===== config.mk =====
export PLATFORM = sky130hd
export DESIGN_NAME = alu_sched
export DESIGN_NICKNAME = d
export VERILOG_FILES = /design/src/rtl/alu_sched.sv
export SDC_FILE = /design/constraint.sdc
export NUM_CORES = 1
export LEC_CHECK = 0
export CAP_MARGIN = 10
export CORE_UTILIZATION = 30
export CTS_CLUSTER_DIAMETER = 30
export DETAILED_ROUTE_END_ITERATION = 10
export GPL_ROUTABILITY_DRIVEN = 1
export GPL_TIMING_DRIVEN = 0
export PLACE_DENSITY = 0.73
export SLEW_MARGIN = 25
export SYNTH_ARGS = -nofsm -noshare
export SYNTH_HDL_FRONTEND = slang
export SYNTH_SLANG_ARGS = --single-unit

===== constraint.sdc =====
create_clock -name clk -period 1.8 [get_ports clk]
set_input_delay 0.27 -clock clk [delete_from_list [all_inputs] [get_ports clk]]
set_output_delay 0.27 -clock clk [all_outputs]
set_load 0.005 [all_outputs]

===== src/rtl/alu_sched.sv =====
// Round-robin scheduler sharing one ALU among NREQ valid/ready requesters, one op in flight.
// Optional macro ALU_SCHED_DIVZ_TRAP_EN: div/mod by zero answered locally with rsp_err.
module alu_sched #(
    parameter int DW      = 18,
    parameter int NREQ    = 2,
    parameter int ALU_LAT = 1
) (
    input  logic                 clk,
    input  logic                 rst,
    input  logic [NREQ-1:0]      req_valid,
    output logic [NREQ-1:0]      req_ready,
    input  logic [NREQ*DW-1:0]   req_datA,
    input  logic [NREQ*DW-1:0]   req_datB,
    input  logic [NREQ*4-1:0]    req_ctrl,
    output logic [NREQ-1:0]      rsp_valid,
    input  logic [NREQ-1:0]      rsp_ready,
    output logic [DW:0]          rsp_result,
    output logic [3:0]           rsp_flags,
    output logic                 rsp_err,
    output logic [DW-1:0]        alu_datA,
    output logic [DW-1:0]        alu_datB,
    output logic [3:0]           alu_ctrl,
    input  logic [DW:0]          alu_result,
    input  logic                 alu_ovf,
    input  logic                 alu_AgtB,
    input  logic                 alu_N,
    input  logic                 alu_Z
);

    localparam int IW = $clog2(NREQ);
    localparam int CW = (ALU_LAT > 1) ? $clog2(ALU_LAT) : 1;

    typedef enum logic [1:0] {IDLE, ISSUE, WAIT, RESP} state_t;
    state_t state, state_nxt;

    logic [IW-1:0] rr_ptr, gnt_q, gnt_sel;
    logic          gnt_found;
    logic [CW-1:0] wait_cnt;
    logic [DW-1:0] sel_datA, sel_datB;
    logic [3:0]    sel_ctrl;
    logic          accept, divz;

    function automatic logic [IW-1:0] wrap_add(input logic [IW-1:0] base, input int off);
        int s;
        s = int'(base) + off;
        if (s >= NREQ) s = s - NREQ;
        return IW'(s);
    endfunction

    // First valid requester at or after rr_ptr, wrapping.
    always_comb begin
        gnt_found = 1'b0;
        gnt_sel   = '0;
        for (int k = 0; k < NREQ; k++) begin
            if (!gnt_found && req_valid[wrap_add(rr_ptr, k)]) begin
                gnt_found = 1'b1;
                gnt_sel   = wrap_add(rr_ptr, k);
            end
        end
    end

    assign sel_datA = req_datA[int'(gnt_sel)*DW +: DW];
    assign sel_datB = req_datB[int'(gnt_sel)*DW +: DW];
    assign sel_ctrl = req_ctrl[int'(gnt_sel)*4 +: 4];
    assign accept   = (state == IDLE) && gnt_found;

`ifdef ALU_SCHED_DIVZ_TRAP_EN
    assign divz = ((sel_ctrl[2:0] == 3'd3) || (sel_ctrl[2:0] == 3'd4)) && (sel_datB == '0);
`else
    assign divz = 1'b0;
`endif

    always_ff @(posedge clk) begin
        if (rst) state <= IDLE;
        else     state <= state_nxt;
    end

    always_comb begin
        state_nxt = state;
        req_ready = '0;
        rsp_valid = '0;
        case (state)
            IDLE: begin
                if (accept) begin
                    req_ready[gnt_sel] = 1'b1;
                    state_nxt          = divz ? RESP : ISSUE;
                end
            end
            ISSUE: state_nxt = WAIT;
            WAIT:  if (wait_cnt == '0) state_nxt = RESP;
            RESP: begin
                rsp_valid[gnt_q] = 1'b1;
                if (rsp_ready[gnt_q]) state_nxt = IDLE;
            end
            default: state_nxt = IDLE;
        endcase
    end

    // ALU inputs only change on an issued accept, so they hold steady while idle.
    always_ff @(posedge clk) begin
        if (rst) begin
            rr_ptr     <= '0;
            gnt_q      <= '0;
            wait_cnt   <= '0;
            alu_datA   <= '0;
            alu_datB   <= '0;
            alu_ctrl   <= '0;
            rsp_result <= '0;
            rsp_flags  <= '0;
        end else begin
            if (accept) begin
                gnt_q  <= gnt_sel;
                rr_ptr <= wrap_add(gnt_sel, 1);
                if (divz) begin
                    rsp_result <= '0;
                    rsp_flags  <= 4'b0001;
                end else begin
                    alu_datA <= sel_datA;
                    alu_datB <= sel_datB;
                    alu_ctrl <= sel_ctrl;
                end
            end
            case (state)
                ISSUE: wait_cnt <= CW'(ALU_LAT - 1);
                WAIT: begin
                    if (wait_cnt != '0) begin
                        wait_cnt <= wait_cnt - 1'b1;
                    end else begin
                        rsp_result <= alu_result;
                        rsp_flags  <= {alu_ovf, alu_AgtB, alu_N, alu_Z};
                    end
                end
                default: ;
            endcase
        end
    end

`ifdef ALU_SCHED_DIVZ_TRAP_EN
    always_ff @(posedge clk) begin
        if (rst)         rsp_err <= 1'b0;
        else if (accept) rsp_err <= divz;
    end
`else
    assign rsp_err = 1'b0;
`endif

endmodule


# Word level (Yosys, flattened, before mapping)
# Cells that the tools add are included.
[op_classes]
add_sub_neg = 6
n_mul = 1
order_cmp = 9
eq_ne = 6
n_shift = 3
mux = 26
bitwise = 1
reduce_logical = 9
[op_table]
columns = ["operator", "count"]
rows = [
  ["$shiftx A36 B32 Y18", 1],
  ["$shiftx A36 B7 Y18", 1],
  ["$mux W1", 16],
  ["$mux W2", 6],
  ["$lt A1 B2 Y1 const B", 4],
  ["$pmux W2 S4", 1],
  ["$shiftx A8 B4 Y4", 1],
  ["$ne A2 B2 Y1 const B", 3],
  ["$mul A1 B4 Y5 const B", 1],
  ["$add A1 B1 Y2 const B", 2],
  ["$eq A2 B2 Y1 const B", 2],
  ["$ge A2 B2 Y1 const B", 2],
  ["$logic_and A1 B1 Y1", 4],
  ["$sub A1 B1 Y1 const B", 4],
  ["$reduce_and A3 Y1", 1],
  ["$demux W1 S1", 2],
  ["$eq A2 B1 Y1 const B", 1],
  ["$ge A1 B1 Y1 const B", 2],
  ["$ge A1 B2 Y1 const B", 1],
  ["$logic_not A2 Y1", 1],
  ["$pmux W1 S2", 1],
  ["$reduce_and A2 Y1", 1],
  ["$reduce_bool A2 Y1", 1],
  ["$logic_not A1 Y1", 1],
  ["$not A1 Y1", 1],
]
[totals]
reg_bits = 68
output_inout_bits = 68
wordCells = 70

# Depth between registers and ports, before layout
[depth]
depth_word = 14
mapped_depth = 7
ltp_nobuf = 5

# Worst setup path after synthesis
# OpenSTA, ideal clock, no wires.
[synth_timing]
path_kind = "register -> register"
start = "reg state[0]"
end = "reg alu_datB[10]"
arrival_time_ps = 1528
required_time_ps = 1678
setup_slack_ps = 150
path_stages_with_launch = 8
n_path_buf = 2
period_less_slack_ps = 1650
cell_sequence = "dfxtp_1 > inv_1 > ha_1 > buf_2 > nand2_1 > clkbuf_1 > nor4b_1 > a221o_1"
[synth_between]
elab_chain_len = 2
[synth_lines]
columns = ["element", "line", "source"]
rows = [
  ["from (decl)", "34", "state_t state, state_nxt;"],
  ["from (signal assigned)", "75", "else state <= state_nxt;"],
  ["$logic_not A2 Y1", "65", "assign accept = (state == IDLE) && gnt_found;"],
  ["$logic_and A1 B1 Y1", "65", ""],
  ["to (signal assigned)", "119", "alu_datB <= sel_datB;"],
  ["to (decl)", "21", "output logic [DW-1:0] alu_datB,"],
]
# Every way passes these cells.
# A chain may end at the register's enable or synchronous reset.

# Final worst setup path
[layout_timing]
start = "reg state[1]"
end = "reg alu_datB[17]"
# Same word-level chain as after synthesis.

==> report_table.html <==
<table>
<tr><th>Metric</th><th>Value</th></tr>
<tr><th colspan="2">Status</th></tr>
<tr><td>Run status</td><td>finished with violations</td></tr>
<tr><td>Violations in the final reports</td><td>design-rule violations</td></tr>
<tr><th colspan="2">Power and ir drop</th></tr>
<tr><td>Sequential share of power</td><td>37.7%</td></tr>
<tr><td>Internal Pwr Total</td><td>3.95 mW</td></tr>
<tr><td>IR drop worst, VDD</td><td>0.472 mV</td></tr>
<tr><td>Logic gate share of total power</td><td>41.9%</td></tr>
<tr><td>Net switching fraction of the power</td><td>29.8%</td></tr>
<tr><td>Clock group share of total power</td><td>20.5%</td></tr>
<tr><td>Net switching component of the power</td><td>1.67 mW</td></tr>
<tr><td>Cell area power density</td><td>1120 nW/um2</td></tr>
<tr><td>Pleak</td><td>1.87 nW</td></tr>
<tr><th colspan="2">Global route</th></tr>
<tr><td>Global-route usage over all layers</td><td>18.8%</td></tr>
<tr><td>Overall overflow remaining after global route</td><td>0</td></tr>
<tr><td>Number of antenna violations at the first check in global routing</td><td>0</td></tr>
<tr><td>Pin count of the biggest net entering global routing</td><td>18</td></tr>
<tr><td>Vias in the first global route</td><td>2947</td></tr>
<tr><td>Global-route wire length before repair</td><td>14400 um</td></tr>
<tr><th colspan="2">Yosys</th></tr>
<tr><td>Number of warnings reported in the yosys synthesis log</td><td>0</td></tr>
<tr><td>Gate count of the mapped netlist</td><td>254</td></tr>
<tr><td>Area of the mapped netlist</td><td>2760 um2</td></tr>
<tr><td>Most area-hungry cell type in the Yosys netlist</td><td>sky130_fd_sc_hd__dfxtp_1</td></tr>
<tr><td>Syn_nets</td><td>367</td></tr>
<tr><td>Sequential fraction of the synthesis area</td><td>48.6%</td></tr>
<tr><td>Total of flip-flops plus latches after synthesis</td><td>67</td></tr>
<tr><td>Post-synthesis cell type count</td><td>27</td></tr>
<tr><td>Average instance area after synthesis</td><td>10.9 um2</td></tr>
<tr><td>Leading cell types by total area after synthesis</td><td>sky130_fd_sc_hd__dfxtp_1 49%, sky130_fd_sc_hd__mux2i_1 9.4%, sky130_fd_sc_hd__a221o_1 9.1%</td></tr>
<tr><td>Synth top area share</td><td>48.6%</td></tr>
<tr><th colspan="2">Placement</th></tr>
<tr><td>Routability-driven placement congestion ratio</td><td>0.758</td></tr>
<tr><td>IO Port Bufs</td><td>175</td></tr>
<tr><td>Detailed placer's ending HPWL</td><td>6570 um</td></tr>
<tr><td>Pre-CTS setup slack</td><td>-799 ps</td></tr>
<tr><th colspan="2">Critical path</th></tr>
<tr><td>Class of the most critical setup path</td><td>reg2reg</td></tr>
<tr><td>Worst Path Required</td><td>2020 ps</td></tr>
<tr><td>Arr. time, crit path</td><td>1970 ps</td></tr>
<tr><td>Critical Path Source Type</td><td>register</td></tr>
<tr><td>CP Capture Type</td><td>register</td></tr>
<tr><td>Maximum fanout count along the critical path</td><td>8</td></tr>
<tr><th colspan="2">CTS</th></tr>
<tr><td>Maximum count of clock buffers along a single path</td><td>2</td></tr>
<tr><td>TritonCTS sink count</td><td>67</td></tr>
<tr><td>CTS tree</td><td>done</td></tr>
<tr><td>Clock transition at the register clock pins on the worst setup and hold paths after CTS</td><td>70 ps</td></tr>
<tr><td>H-tree depth reported by CTS</td><td>3</td></tr>
<tr><td>CTS Buf Count</td><td>9</td></tr>
<tr><td>CTS Root Cell</td><td>sky130_fd_sc_hd__clkbuf_8</td></tr>
<tr><td>Clk Latency, worst-skew pair</td><td>330 ps</td></tr>
<tr><th colspan="2">STA</th></tr>
<tr><td>RSZ-0062 raised after global routing</td><td>false</td></tr>
<tr><td>Number of endpoints failing setup at the final stage</td><td>0</td></tr>
<tr><td>Worst clock skew on the final layout</td><td>3.80 ps</td></tr>
<tr><td>Time the worst path needs with I/O delays and setup</td><td>1750 ps</td></tr>
<tr><td>Minimum setup slack in the final design</td><td>54.2 ps</td></tr>
<tr><td>FMAX</td><td>0.573 GHz</td></tr>
<tr><td>Final Hold Vio Count</td><td>0</td></tr>
<tr><td>Hold Slack</td><td>467 ps</td></tr>
<tr><td>Tcrit/Tclk final</td><td>97.0%</td></tr>
<tr><td>Final count of pins violating max slew</td><td>0</td></tr>
<tr><th colspan="2">Routing</th></tr>
<tr><td>Via/cell ratio</td><td>5.11</td></tr>
<tr><td>Routed length per placed instance</td><td>16.0 um</td></tr>
<tr><td>Remaining antenna violation count after routing</td><td>0</td></tr>
<tr><td>Iter 0 DRT Violations</td><td>68</td></tr>
<tr><td>Final routed wirelength across all metal layers</td><td>8970 um</td></tr>
<tr><td>Total number of vias</td><td>2863</td></tr>
<tr><td>DR DRC count</td><td>13</td></tr>
<tr><td>Pre-Repair DR Iteration Count</td><td>8</td></tr>
<tr><th colspan="2">Floorplanning</th></tr>
<tr><td>DIE AREA</td><td>9590 um2</td></tr>
<tr><td>Core ar.</td><td>8810 um2</td></tr>
<tr><td>Horizontal extent of the die</td><td>97.9 um</td></tr>
<tr><td>Chip height</td><td>97.9 um</td></tr>
<tr><td># IOs</td><td>177</td></tr>
<tr><td>Effective utilization at floorplan</td><td>31.3%</td></tr>
<tr><td>FP Rows</td><td>34</td></tr>
<tr><th colspan="2">Run</th></tr>
<tr><td>Max-cap violations</td><td>0</td></tr>
<tr><th colspan="2">Finish</th></tr>
<tr><td>Total Nets Final</td><td>561</td></tr>
<tr><td>Share of layout cells above drive strength 1</td><td>12.2%</td></tr>
<tr><td>Fillcell total</td><td>770</td></tr>
<tr><td>Most frequent cells in the layout</td><td>169 x sky130_fd_sc_hd__clkdlybuf4s50_1, 64 x sky130_fd_sc_hd__dfxtp_1, 26 x sky130_fd_sc_hd__nor2_1, 26 x sky130_fd_sc_hd__mux2i_1</td></tr>
<tr><td>Final antenna diode count</td><td>0</td></tr>
<tr><td>Most common cell after layout, fill and taps aside</td><td>sky130_fd_sc_hd__clkdlybuf4s50_1</td></tr>
<tr><td>Area growth, synth to finish</td><td>82.4%</td></tr>
<tr><th colspan="2">Hold path</th></tr>
<tr><td>Hold/Removal Path Class</td><td>reg2reg</td></tr>
</table>
-- cells by family (layout without fill, tap and decap cells) --
family | Yosys count | in the layout | share of synthesized area, %
AOI/OAI and AO/OA | 62 | 62 | 20.5
and+or+nand+nor | 63 | 63 | 14.1
buffers and inverters | 31 | 229 | 5.39
DFF | 67 | 67 | 48.6
adders and majority gates | 4 | 4 | 1.81
muxes | 26 | 26 | 9.43
other | 1 | 1 | 0.136
-- registers in the layout, summed over array words and instances, names as in the netlist --
| signal | count |
|---|---|
| gnt_q | 1 |
| rr_ptr | 1 |
| state | 2 |
| alu_datA | 18 |
| rsp_result | 19 |
| alu_ctrl | 4 |
| rsp_flags | 4 |
| alu_datB | 18 |
-- final cells by class --
cell class | instances | area (um2) | share of cell area, %
clock inverters | 2 | 10.0 | 0.199
multi-input cells | 156 | 1300 | 25.9
clock buffers | 13 | 169 | 3.36
repair buffers | 186 | 1860 | 36.9
inverters | 2 | 10.0 | 0.199
well taps | 108 | 135 | 2.68
flip-flops and latches | 67 | 1350 | 26.8
plain buffers | 26 | 201 | 4.00
-- Yosys cell counts (all sizes together) --
cell type  instances
and3               1
a311oi             1
o21a               1
o2bb2ai           15
o21bai             1
and4b              1
nor4b             25
ha                 4
a21oi              1
nor2b              1
dfxtp             67
nor2              27
mux2i             26
a21boi             1
inv                2
and2               2
clkbuf            18
buf               11
nand2b             5
a22oi              1
a32oi             16
a221o             25
nand2              1
conb               1
-- worst max-delay path: stages (launching register included) --
cell and delay (ps):
sky130_fd_sc_hd__dfxtp_4 370, sky130_fd_sc_hd__inv_4 40, sky130_fd_sc_hd__ha_4 170, sky130_fd_sc_hd__buf_6 120, sky130_fd_sc_hd__buf_6 110, sky130_fd_sc_hd__and4b_1 190
sky130_fd_sc_hd__buf_6 150, sky130_fd_sc_hd__clkbuf_16 150, sky130_fd_sc_hd__a221o_1 330
-- what timing repair did --
item,in CTS,in global routing
pin swaps,11,1
cloned,1,1
endpoints found under the setup margin,64,56
hold buffers,0,0
gates resized for setup,46,12
setup buffers,8,1
endpoints found under the hold margin,0,0
-- power groups by stage --
stage          clock (mW)  combinational (mW)  sequential, mW
2_1_floorplan           0               0.845            2.15
3_3_place_gp            0                2.06            2.12
3_5_place_dp            0                2.10            2.13
4_1_cts              1.20                2.33            2.11
5_1_grt              1.26                2.52            2.17
6_report             1.15                2.35            2.12
-- stage by stage --
step	instances	total power, mW	cell area (um2)	TNS, ps	util, %
2_1_floorplan	254	2.99	2760	0	-
3_3_place_gp	537	4.18	4650	-17870	52.8
3_5_place_dp	537	4.23	4650	-19140	52.8
4_1_cts	560	5.64	4990	-174	56.6
5_1_grt	560	5.96	5030	0	57.2
6_report	560	5.62	5030	0	57.2
-- worst paths after layout --
kind              cells past startpoint  slack [ps]      endpoint        start
setup reg to reg                      8          50  alu_datB[17]     state[1]
setup / recovery                      8          50  alu_datB[17]     state[1]
hold reg to reg                       1         470   alu_datA[4]  alu_datA[4]
hold / removal                        1         470   alu_datA[4]  alu_datA[4]
-- layer usage --
metal | track usage, % | routed length, um
met2 | 31.9 | 4220
met3 | 6.16 | 770
met5 | 0 | 0
met4 | 7.58 | 187
met1 | 21.7 | 3790
(Power assumes the default switching activity.)
